File: src/rtl/button_debounce_multi.sv
// button_debounce_multi
//   N_BTN independent button channels. Each channel has a 2-flop synchroniser,
//   polarity normalisation and a four-state debounce FSM. Per channel it
//   produces a clean level, one-cycle press/release/long-press strobes and a
//   toggle register. Every output is a registered signal synchronous to clk.
//
//   Optional feature macro: AUTOREPEAT_EN
//     defined   : after long_press, press (and toggle) re-fire every REP_CYC
//                 cycles while the channel stays held.
//     undefined : no repeat logic; REPEAT_MS only affects the counter width.
//
//   The release strobe port is called release_pulse because "release" is a
//   reserved word in SystemVerilog.
module button_debounce_multi #(
  parameter int N_BTN       = 4,
  parameter int CLK_HZ      = 12_000_000,
  parameter int DEBOUNCE_MS = 20,
  parameter int LONG_MS     = 1000,
  parameter int ACTIVE_LOW  = 1,
  parameter int REPEAT_MS   = 200
) (
  input  logic             clk,
  input  logic             rst_n,
  input  logic [N_BTN-1:0] btn_raw,
  output logic [N_BTN-1:0] level,
  output logic [N_BTN-1:0] press,
  output logic [N_BTN-1:0] release_pulse,
  output logic [N_BTN-1:0] long_press,
  output logic [N_BTN-1:0] toggle
);

  function automatic int max3(input int a, input int b, input int c);
    int m;
    m = (a > b) ? a : b;
    return (m > c) ? m : c;
  endfunction

  localparam int DB_CYC   = CLK_HZ / 1000 * DEBOUNCE_MS;
  localparam int LONG_CYC = CLK_HZ / 1000 * LONG_MS;
  localparam int REP_CYC  = CLK_HZ / 1000 * REPEAT_MS;
  localparam int MAX_CYC  = max3(DB_CYC, LONG_CYC, REP_CYC);
  localparam int CW       = $clog2(MAX_CYC + 1);

  typedef logic [CW-1:0] cnt_t;

  localparam cnt_t CNT_ONE   = cnt_t'(1);
  localparam cnt_t DB_LAST   = cnt_t'(DB_CYC - 1);
  localparam cnt_t LONG_TOP  = cnt_t'(LONG_CYC);
  localparam cnt_t LONG_LAST = cnt_t'(LONG_CYC - 1);
`ifdef AUTOREPEAT_EN
  localparam cnt_t REP_LAST  = cnt_t'(REP_CYC - 1);
`endif

  // Pin level that means "not pressed"; the synchroniser idles here.
  localparam logic IDLE_PIN = (ACTIVE_LOW != 0);

  typedef enum logic [1:0] {
    REL   = 2'd0,
    CHK_P = 2'd1,
    HELD  = 2'd2,
    CHK_R = 2'd3
  } state_t;

  // Counter increment that sticks at top instead of wrapping.
  function automatic cnt_t sat_inc(input cnt_t v, input cnt_t top);
    return (v == top) ? v : v + CNT_ONE;
  endfunction

  // Elaboration-time parameter range checks.
  if (N_BTN < 1 || N_BTN > 32) begin : g_bad_n_btn
    $error("button_debounce_multi: N_BTN must be in 1..32");
  end
  if (DB_CYC < 2) begin : g_bad_db_cyc
    $error("button_debounce_multi: DB_CYC must be >= 2");
  end
  if (LONG_CYC <= 0) begin : g_bad_long_cyc
    $error("button_debounce_multi: LONG_CYC must be > 0");
  end
  if (ACTIVE_LOW != 0 && ACTIVE_LOW != 1) begin : g_bad_active_low
    $error("button_debounce_multi: ACTIVE_LOW must be 0 or 1");
  end
`ifdef AUTOREPEAT_EN
  if (REP_CYC <= 0) begin : g_bad_rep_cyc
    $error("button_debounce_multi: REP_CYC must be > 0 with auto-repeat");
  end
`endif

  logic [N_BTN-1:0] sync_p0;
  logic [N_BTN-1:0] sync_p1;
  logic [N_BTN-1:0] pressed_s;

  // ---- stage p0/p1: two-flop synchroniser, reset to the released pin level
  always_ff @(posedge clk or negedge rst_n) begin
    if (!rst_n) begin
      sync_p0 <= {N_BTN{IDLE_PIN}};
      sync_p1 <= {N_BTN{IDLE_PIN}};
    end else begin
      sync_p0 <= btn_raw;
      sync_p1 <= sync_p0;
    end
  end

  // ---- polarity normalisation: 1 = pressed regardless of pin wiring
  assign pressed_s = sync_p1 ^ {N_BTN{IDLE_PIN}};

  for (genvar i = 0; i < N_BTN; i++) begin : g_ch
    logic   s_ch;
    state_t state_q, state_d;
    cnt_t   cnt_q, cnt_d;
    cnt_t   hold_q, hold_d;
    logic   level_q, level_d;
    logic   press_q, press_d;
    logic   release_q, release_d;
    logic   long_q, long_d;
    logic   toggle_q, toggle_d;
`ifdef AUTOREPEAT_EN
    cnt_t   rep_q, rep_d;
`endif

    assign s_ch = pressed_s[i];

    // Debounce FSM next state, counters and registered-output next values
    always_comb begin
      state_d   = state_q;
      cnt_d     = cnt_q;
      hold_d    = hold_q;
      level_d   = level_q;
      press_d   = 1'b0;
      release_d = 1'b0;
      long_d    = 1'b0;
      toggle_d  = toggle_q;
`ifdef AUTOREPEAT_EN
      rep_d     = rep_q;
`endif
      case (state_q)
        REL: begin
          hold_d = '0;
          if (s_ch) begin
            state_d = CHK_P;
            cnt_d   = CNT_ONE;
          end else begin
            cnt_d = '0;
          end
        end
        CHK_P: begin
          if (!s_ch) begin
            // A bounce throws away the partial qualification.
            state_d = REL;
            cnt_d   = '0;
          end else if (cnt_q == DB_LAST) begin
            state_d  = HELD;
            cnt_d    = '0;
            hold_d   = '0;
            level_d  = 1'b1;
            press_d  = 1'b1;
            toggle_d = ~toggle_q;
          end else begin
            cnt_d = cnt_q + CNT_ONE;
          end
        end
        HELD: begin
          hold_d = sat_inc(hold_q, LONG_TOP);
          long_d = (hold_q == LONG_LAST);
          if (!s_ch) begin
            state_d = CHK_R;
            cnt_d   = CNT_ONE;
          end
`ifdef AUTOREPEAT_EN
          else if (hold_q == LONG_TOP) begin
            // Repeats run only once the hold counter has saturated,
            // i.e. after long_press has already fired.
            if (rep_q == REP_LAST) begin
              rep_d    = '0;
              press_d  = 1'b1;
              toggle_d = ~toggle_q;
            end else begin
              rep_d = rep_q + CNT_ONE;
            end
          end
`endif
        end
        CHK_R: begin
          // Hold time keeps running so a release bounce cannot re-arm long_press.
          hold_d = sat_inc(hold_q, LONG_TOP);
          long_d = (hold_q == LONG_LAST);
          if (s_ch) begin
            state_d = HELD;
            cnt_d   = '0;
          end else if (cnt_q == DB_LAST) begin
            state_d   = REL;
            cnt_d     = '0;
            level_d   = 1'b0;
            release_d = 1'b1;
          end else begin
            cnt_d = cnt_q + CNT_ONE;
          end
        end
        default: begin
          state_d = REL;
          cnt_d   = '0;
          hold_d  = '0;
        end
      endcase
`ifdef AUTOREPEAT_EN
      if (state_d != HELD) begin
        rep_d = '0;
      end
`endif
    end

    // ---- stage p2: FSM state, counters and registered outputs
    always_ff @(posedge clk or negedge rst_n) begin
      if (!rst_n) begin
        state_q   <= REL;
        cnt_q     <= '0;
        hold_q    <= '0;
        level_q   <= 1'b0;
        press_q   <= 1'b0;
        release_q <= 1'b0;
        long_q    <= 1'b0;
        toggle_q  <= 1'b0;
`ifdef AUTOREPEAT_EN
        rep_q     <= '0;
`endif
      end else begin
        state_q   <= state_d;
        cnt_q     <= cnt_d;
        hold_q    <= hold_d;
        level_q   <= level_d;
        press_q   <= press_d;
        release_q <= release_d;
        long_q    <= long_d;
        toggle_q  <= toggle_d;
`ifdef AUTOREPEAT_EN
        rep_q     <= rep_d;
`endif
      end
    end

    assign level[i]         = level_q;
    assign press[i]         = press_q;
    assign release_pulse[i] = release_q;
    assign long_press[i]    = long_q;
    assign toggle[i]        = toggle_q;
  end

endmodule

File: config.mk
export PLATFORM = sky130hd
export DESIGN_NAME = button_debounce_multi
export DESIGN_NICKNAME = d
export VERILOG_FILES = /design/src/rtl/button_debounce_multi.sv
export SDC_FILE = /design/constraint.sdc
export NUM_CORES = 1
export LEC_CHECK = 0
export CAP_MARGIN = 15
export CORE_ASPECT_RATIO = 0.9
export CORE_MARGIN = 8
export CORE_UTILIZATION = 63
export DETAILED_ROUTE_END_ITERATION = 7
export GPL_TIMING_DRIVEN = 0
export PLACE_DENSITY = 0.81
export SLEW_MARGIN = 0
export SYNTH_ARGS = -nofsm -noshare
export SYNTH_HDL_FRONTEND = slang
export SYNTH_SLANG_ARGS = --single-unit
File: constraint.sdc
create_clock -name clk -period 3.25 [get_ports clk]
set_input_delay 0.65 -clock clk [delete_from_list [all_inputs] [get_ports clk]]
set_output_delay 0.65 -clock clk [all_outputs]
set_load 0.02 [all_outputs]
==> flow_summary.ini, run 1 <==
[yosys]
syn_nets = 1332
netlist_area_um2 = 12300
ys_seq_elements = 228
ys_seq_area_share_pct = 46.5
ys_warn_count = 0
synth_area_leaders = dfrtp_1 45%, nand3_1 4.6%, xor2_1 4.0%
yosysTopAreaCell = dfrtp_1
async_flop_share_pct = 100
syn_avg_cell_area_um2 = 9.35
synth.most_common_cell = dfrtp_1
synthDistinctLibCells = 75
synth_edf_count = 0
synth.top_cell.area_share_pct = 44.8
syn_inst = 1314
ys.flop_type = dfrtp_1
synth_commonest_cells = 220 x dfrtp_1, 121 x nand2_1, 112 x nand3_1, 91 x nor2_1, 61 x a21oi_1

[clock_tree]
cts_tree = yes
holdBufCountCts = 0
cts-resized-gates = 0
post-cts-setup-buffer-count = 0
cts_buffers = 25
h-tree-depth = 1
cts_root_buf = clkbuf_16
clock_sinks = 228
path_clk_slew_ns = 0.06
cts-root-to-sink-buffers = 3
insertion_delay_ns = 0.52

[setup_path]
cp.arrival_ns = 3.20
rrSetupSlack_ns = 0.44
endpoint_kind = flop
cp_slowest_cell = nor2_1
critPathLaunch = g_ch[1].cnt_q[0]$_DFFE_PN0P_
worstPathMaxFanout = 10
critical_path_required_ns = 3.64
cp_cell_sequence = ha_1 > nand3_1 > nor4_4 > a21oi_1 > nor2_1 > clkbuf_1 > nor2_1
cp_common_cell = nor2_1
max_stage_delay_ns = 0.54
crit_type = reg2reg
rr_startpoint = g_ch[1].cnt_q[0]$_DFFE_PN0P_
cp_num_buf_inv = 1
cp-start-kind = flop
cp_top_family = simple AND/OR/NAND/NOR gates

[route]
ant_nets = 0
dr.pass1.iters = 5
drt_iter0_drc = 829
viasPerCell = 6.33
wirelength_mm = 26.8
wire_per_inst_um = 16.4
drc = 0
via_count = 10400

[global_route]
grt_antenna_before_repair = 0
grt_overflow = 0
track_usage_pct = 22.3
first_global_vias = 9850
grt_max_degree = 116
grt_pass1_wl_mm = 46.5

[cells_and_area]
drive_gt1_share_pct = 7.64
diodes = 0
nFillCells = 1405
syn_to_final_growth_pct = 12.0
nNetsFinal = 1387
final_cells = 1638
finish.utilization_pct = 71.9

[placed_design]
portBuffers = 25
dp_cells = 1590
gp_congestion = 0.906
dp_hpwl_mm = 17.4

[pwr]
peakVddDrop_mv = 0.388
p_leak_nw = 5.65
power.density_nw_per_um2 = 439

[run]
maxCapViolations = 0

[floorplanning]
core_um2 = 19200
dieArea_um2 = 24200
die_y_um = 149
fp-row-count = 48
io_pins = 26
initial_core_util_pct = 64.2
die_w_um = 163

[timing]
hold_slack_ns = 0.208
skew_ns = 0.00986
final-max-slew-violation-count = 0
worst_pin_slew_ns = 1.09
hold_viol_final = 0
rsz0062_at_grt = no
min_period_ns = 2.81
setup_viol = 0
relSlewSlack_pct = 26.9
min_period_over_period_pct = 86.5
max_freq_mhz = 356

[hold_path]
min_path_type = in2async

[status]
outcome = completed
## kinds of logic (layout without fill, tap and decap cells)
group           Yosys count  after routing  share of synthesized area (%)
compound gates          259            259                           14.1
fa+ha+maj                12             12                           1.22
mux                       6              6                          0.489
simple gates            599            599                           26.3
xor+xnor                 98             98                           6.98
flops                   228            228                           46.5
buf+inv                 112            186                           4.42
## final timing paths
check	end	depth (start not counted)
min reg2reg	sync_p1[1]$_DFF_PN1_	0
max reg2reg	g_ch[1].cnt_q[14]$_DFFE_PN0P_	7
min in group clk	sync_p1[1]$_DFF_PN1_	0
max	g_ch[1].cnt_q[14]$_DFFE_PN0P_	7
min	g_ch[1].cnt_q[4]$_DFFE_PN0P_	1
max in group asynchronous	g_ch[0].hold_q[0]$_DFFE_PN0P_	2
## report_power, final
part,internal (W),switching [W],total [W]
combinational,0.0000464,0.000143,0.000189
sequential,0.00286,0.0000129,0.00287
clock,0.00183,0.00116,0.00299
## area by class of cell
class / count / area (um2) / area share [%]
sequential: 228 / 5720 / 41.5
tap: 250 / 313 / 2.27
clock inverter: 19 / 231 / 1.68
inverter: 30 / 113 / 0.818
buffer: 82 / 430 / 3.13
timing repair buffer: 28 / 293 / 2.13
multi-input combinational: 974 / 6030 / 43.8
clock buffer: 27 / 643 / 4.67
## state kept, by name, indices dropped and copies added, names as in the netlist, named ones only
signal and count:
g_ch.level_q 4, g_ch.press_q 4, g_ch.hold_q 96, g_ch.toggle_q 4, g_ch.long_q 4, g_ch.state_q 4, g_ch.cnt_q 96, sync_p0 4
g_ch.release_q 4, sync_p1 4
## routing by layer
layer	share of wire (%)	vias up	track usage [%]
met5	0	-	0
met4	1.5	0	6.10
met3	4.3	38	2.87
met2	47	253	35.2
met1	47	5130	31.7
li1	-	4952	-
## placed cells by master (no fill, tap or decap), types with 7 or more instances in the layout
master / netlist / final
clkbuf_1: 48 / 49
buf_4: 23 / 23
and3_1: 38 / 38
nand2b_1: 13 / 13
inv_1: 29 / 29
dfstp_2: 8 / 8
a31oi_1: 28 / 28
ha_1: 12 / 12
clkbuf_16: 0 / 25
nor3_1: 35 / 35
a21oi_1: 61 / 61
o22ai_1: 9 / 9
xnor2_1: 42 / 42
a21o_1: 7 / 7
nor3b_1: 7 / 7
clkdlybuf4s50_1: 0 / 24
and4_1: 13 / 13
nand3_1: 112 / 112
or4_1: 36 / 36
nor2_1: 91 / 91
a41oi_1: 14 / 14
dfrtp_1: 220 / 220
nand2_1: 121 / 121
o31ai_1: 23 / 23
or3_1: 17 / 17
nor4_1: 19 / 19
nor4b_1: 7 / 7
a22o_1: 26 / 26
and2_1: 12 / 12
o21ai_0: 48 / 48
xor2_1: 56 / 56
clkinv_2: 0 / 10
nand4_1: 47 / 47
## through the flow
stage | total power, W | cell area (um2) | TNS [ns] | worst slack [ns]
detailed placement | 0.00311 | 12900 | 0 | 0.498
CTS | 0.00610 | 13800 | 0 | 0.435
global placement | 0.00311 | 12900 | -1793.46 | -7.99
global route | 0.00623 | 13800 | 0 | 0.198
floorplan | 0.00301 | 12300 | 0 | 0.876
finish | 0.00605 | 13800 | 0 | 0.439
(Power assumes the default switching activity.)
==> run 2: changes to the inputs <==
--- a/config.mk
+++ b/config.mk
@@ -7,11 +7,11 @@
 export LEC_CHECK = 0
 export CAP_MARGIN = 15
 export CORE_ASPECT_RATIO = 0.9
-export CORE_MARGIN = 8
-export CORE_UTILIZATION = 63
+export CORE_MARGIN = 3
+export CORE_UTILIZATION = 58
 export DETAILED_ROUTE_END_ITERATION = 7
 export GPL_TIMING_DRIVEN = 0
-export PLACE_DENSITY = 0.81
+export PLACE_DENSITY = 0.75
 export SLEW_MARGIN = 0
 export SYNTH_ARGS = -nofsm -noshare
 export SYNTH_HDL_FRONTEND = slang
==> run 2 against run 1 <==
Effect of this change: clock-buffer cell count is 12 higher; sequential share of layout area is 0.10 points higher; critical path type unchanged; largest cell class unchanged; final cell count is 1.7% higher; non-clock buffer count is 1 lower; routed wire length is 1.4% lower; clock power is 7.0% lower; sequential power hardly changed; clock skew is 0.0035 ns higher; maximum frequency is 0.23% lower.
==> flow_summary.ini, run 2 (synthesized netlist as in run 1, its figures left out) <==
[timing]
min_period_over_period_pct = 86.7
worst_pin_slew_ns = 1.16
hold_viol_final = 0
setup_viol = 0
min_period_ns = 2.82
max_freq_mhz = 355
skew_ns = 0.0134
hold_slack_ns = 0.191
final-max-slew-violation-count = 0
setup_slack_ns = 0.432
rsz0062_at_grt = no
relSlewSlack_pct = 22.0

[global_route]
grt_pass1_wl_mm = 45.6
track_usage_pct = 23.0
first_global_vias = 9484
grt_overflow = 0
grt_antenna_before_repair = 0
grt_max_degree = 123

[setup_path]
rrSetupSlack_ns = 0.43
cp-start-kind = flop
cp_num_buf_inv = 1
cp_common_cell = nor2_1
cp_cell_sequence = ha_1 > nand3_1 > nor4_4 > a21oi_1 > nor2_1 > clkbuf_1 > nor2_1
cp_slowest_cell = nor2_1
worstPathMaxFanout = 10
endpoint_kind = flop
cp.arrival_ns = 3.19
crit_type = reg2reg
max_stage_delay_ns = 0.55
cp_top_family = simple AND/OR/NAND/NOR gates
critical_path_required_ns = 3.62

[cells_and_area]
nNetsFinal = 1386
reg_top3 = g_ch.cnt_q (96), g_ch.hold_q (96)
nFillCells = 1624
drive_gt1_share_pct = 6.93
final_cell_mix = 220 x dfrtp_1, 121 x nand2_1, 112 x nand3_1
final_cells = 1666
finish.utilization_pct = 67.3
syn_to_final_growth_pct = 11.8
mostFrequentLayoutCell = dfrtp_1
multiInputGateArea_um2 = 6030
stdcell_area_um2 = 13700
diodes = 0
seqCellArea_um2 = 5720

[floorplanning]
die_w_um = 159
die_y_um = 144
dieArea_um2 = 23000
fp-row-count = 49
core_um2 = 20400
initial_core_util_pct = 60.2
io_pins = 26

[clock_tree]
cts_root_buf = clkbuf_16
post-cts-setup-buffer-count = 0
path_clk_slew_ns = 0.06
h-tree-depth = 1
cts_tree = yes
cts-resized-gates = 0
cts-root-to-sink-buffers = 3
holdBufCountCts = 0
insertion_delay_ns = 0.52
cts_buffers = 25
clock_sinks = 228

[pwr]
clock_power_share_pct = 47.6
seq_power_share_pct = 49.2
peakVddDrop_mv = 0.388
p_comb_share_pct = 3.2
p_int_w = 0.00459
switching_power_w = 0.00125
p_leak_nw = 5.61
swShare_pct = 21.3
power.density_nw_per_um2 = 425

[run]
maxCapViolations = 0

[placed_design]
portBuffers = 25
dp_cells = 1620
dp_hpwl_mm = 17.4
post-place-ws_ns = 0.439
gp_congestion = 0.849
place_area_um2 = 12900

[route]
via_count = 10200
wire_per_inst_um = 15.9
drt_iter0_drc = 784
dr.pass1.iters = 5
drc = 0
viasPerCell = 6.10
wirelength_mm = 26.4
ant_nets = 0

[status]
outcome = completed

[hold_path]
min_path_type = in2async
-- run 2: power groups by stage --
stage / sequential (W) / clock (W) / combinational, W
final: 0.00287 / 0.00278 / 0.000187
after global routing: 0.00287 / 0.00298 / 0.000216
after CTS: 0.00287 / 0.00286 / 0.000194
after detailed placement: 0.00292 / 0 / 0.000193
after global placement: 0.00292 / 0 / 0.000185
after floorplan: 0.00292 / 0 / 0.0000931
-- run 2: worst paths after layout --
check / cells past startpoint / end / start
worst max-delay path: 7 / g_ch[1].cnt_q[12]$_DFFE_PN0P_ / g_ch[1].cnt_q[0]$_DFFE_PN0P_
worst max register to register: 7 / g_ch[1].cnt_q[12]$_DFFE_PN0P_ / g_ch[1].cnt_q[0]$_DFFE_PN0P_
max in group asynchronous: 2 / g_ch[2].cnt_q[10]$_DFFE_PN0P_ / rst_n
worst min register to register: 0 / sync_p1[1]$_DFF_PN1_ / sync_p0[1]$_DFF_PN1_
worst min-delay path: 1 / g_ch[3].cnt_q[8]$_DFFE_PN0P_ / rst_n
min in group clk: 0 / sync_p1[1]$_DFF_PN1_ / sync_p0[1]$_DFF_PN1_
-- run 2: per-stage QoR --
stage	TNS (ns)	power, W
2_1_floorplan	0	0.00301
3_3_place_gp	-1830.18	0.00311
3_5_place_dp	0	0.00311
4_1_cts	0	0.00592
5_1_grt	0	0.00606
6_report	0	0.00584
-- run 2: cell type report --
type                       instances  share of cell area (%)
clock buffer                      39                    5.30
multi-input combinational        974                    43.9
buffer                            82                    3.13
inverter                          30                   0.820
sequential                       228                    41.6
timing repair buffer              27                    2.09
tap                              280                    2.55
clock inverter                     6                   0.583
-- run 2: worst reg2reg max path: stages (launching register included) --
cell      delay (ns)
dfrtp_1         0.42
ha_1            0.21
nand3_1         0.25
nor4_4          0.46
a21oi_1         0.26
nor2_1          0.55
clkbuf_1        0.43
nor2_1          0.11
-- run 2: per-layer routing --
layer,track usage [%],wire (um),vias to the layer above
met5,0,0,-
met4,4.93,489,0
met3,2.81,1100,34
met2,37.5,12100,231
met1,33.7,12700,4949
li1,-,-,4952
==> run 3: changes to the inputs <==
==> constraint.sdc (replaced) <==
create_clock -name clk -period 3.4 [get_ports clk]
set_input_delay 0.68 -clock clk [delete_from_list [all_inputs] [get_ports clk]]
set_output_delay 0.68 -clock clk [all_outputs]
set_load 0.02 [all_outputs]
==> results of run 3 <==
The final DEF is identical to that of run 2. Status: completed.
Among the figures that moved: setup slack after placement 0.439 ns -> 0.589 ns; setup slack after layout 0.432 ns -> 0.582 ns; hold slack 0.191 ns -> 0.221 ns; register-to-register setup slack 0.43 ns -> 0.58 ns; total power 0.00584 W -> 0.00558 W; worst IR drop on VDD 0.388 mV -> 0.371 mV
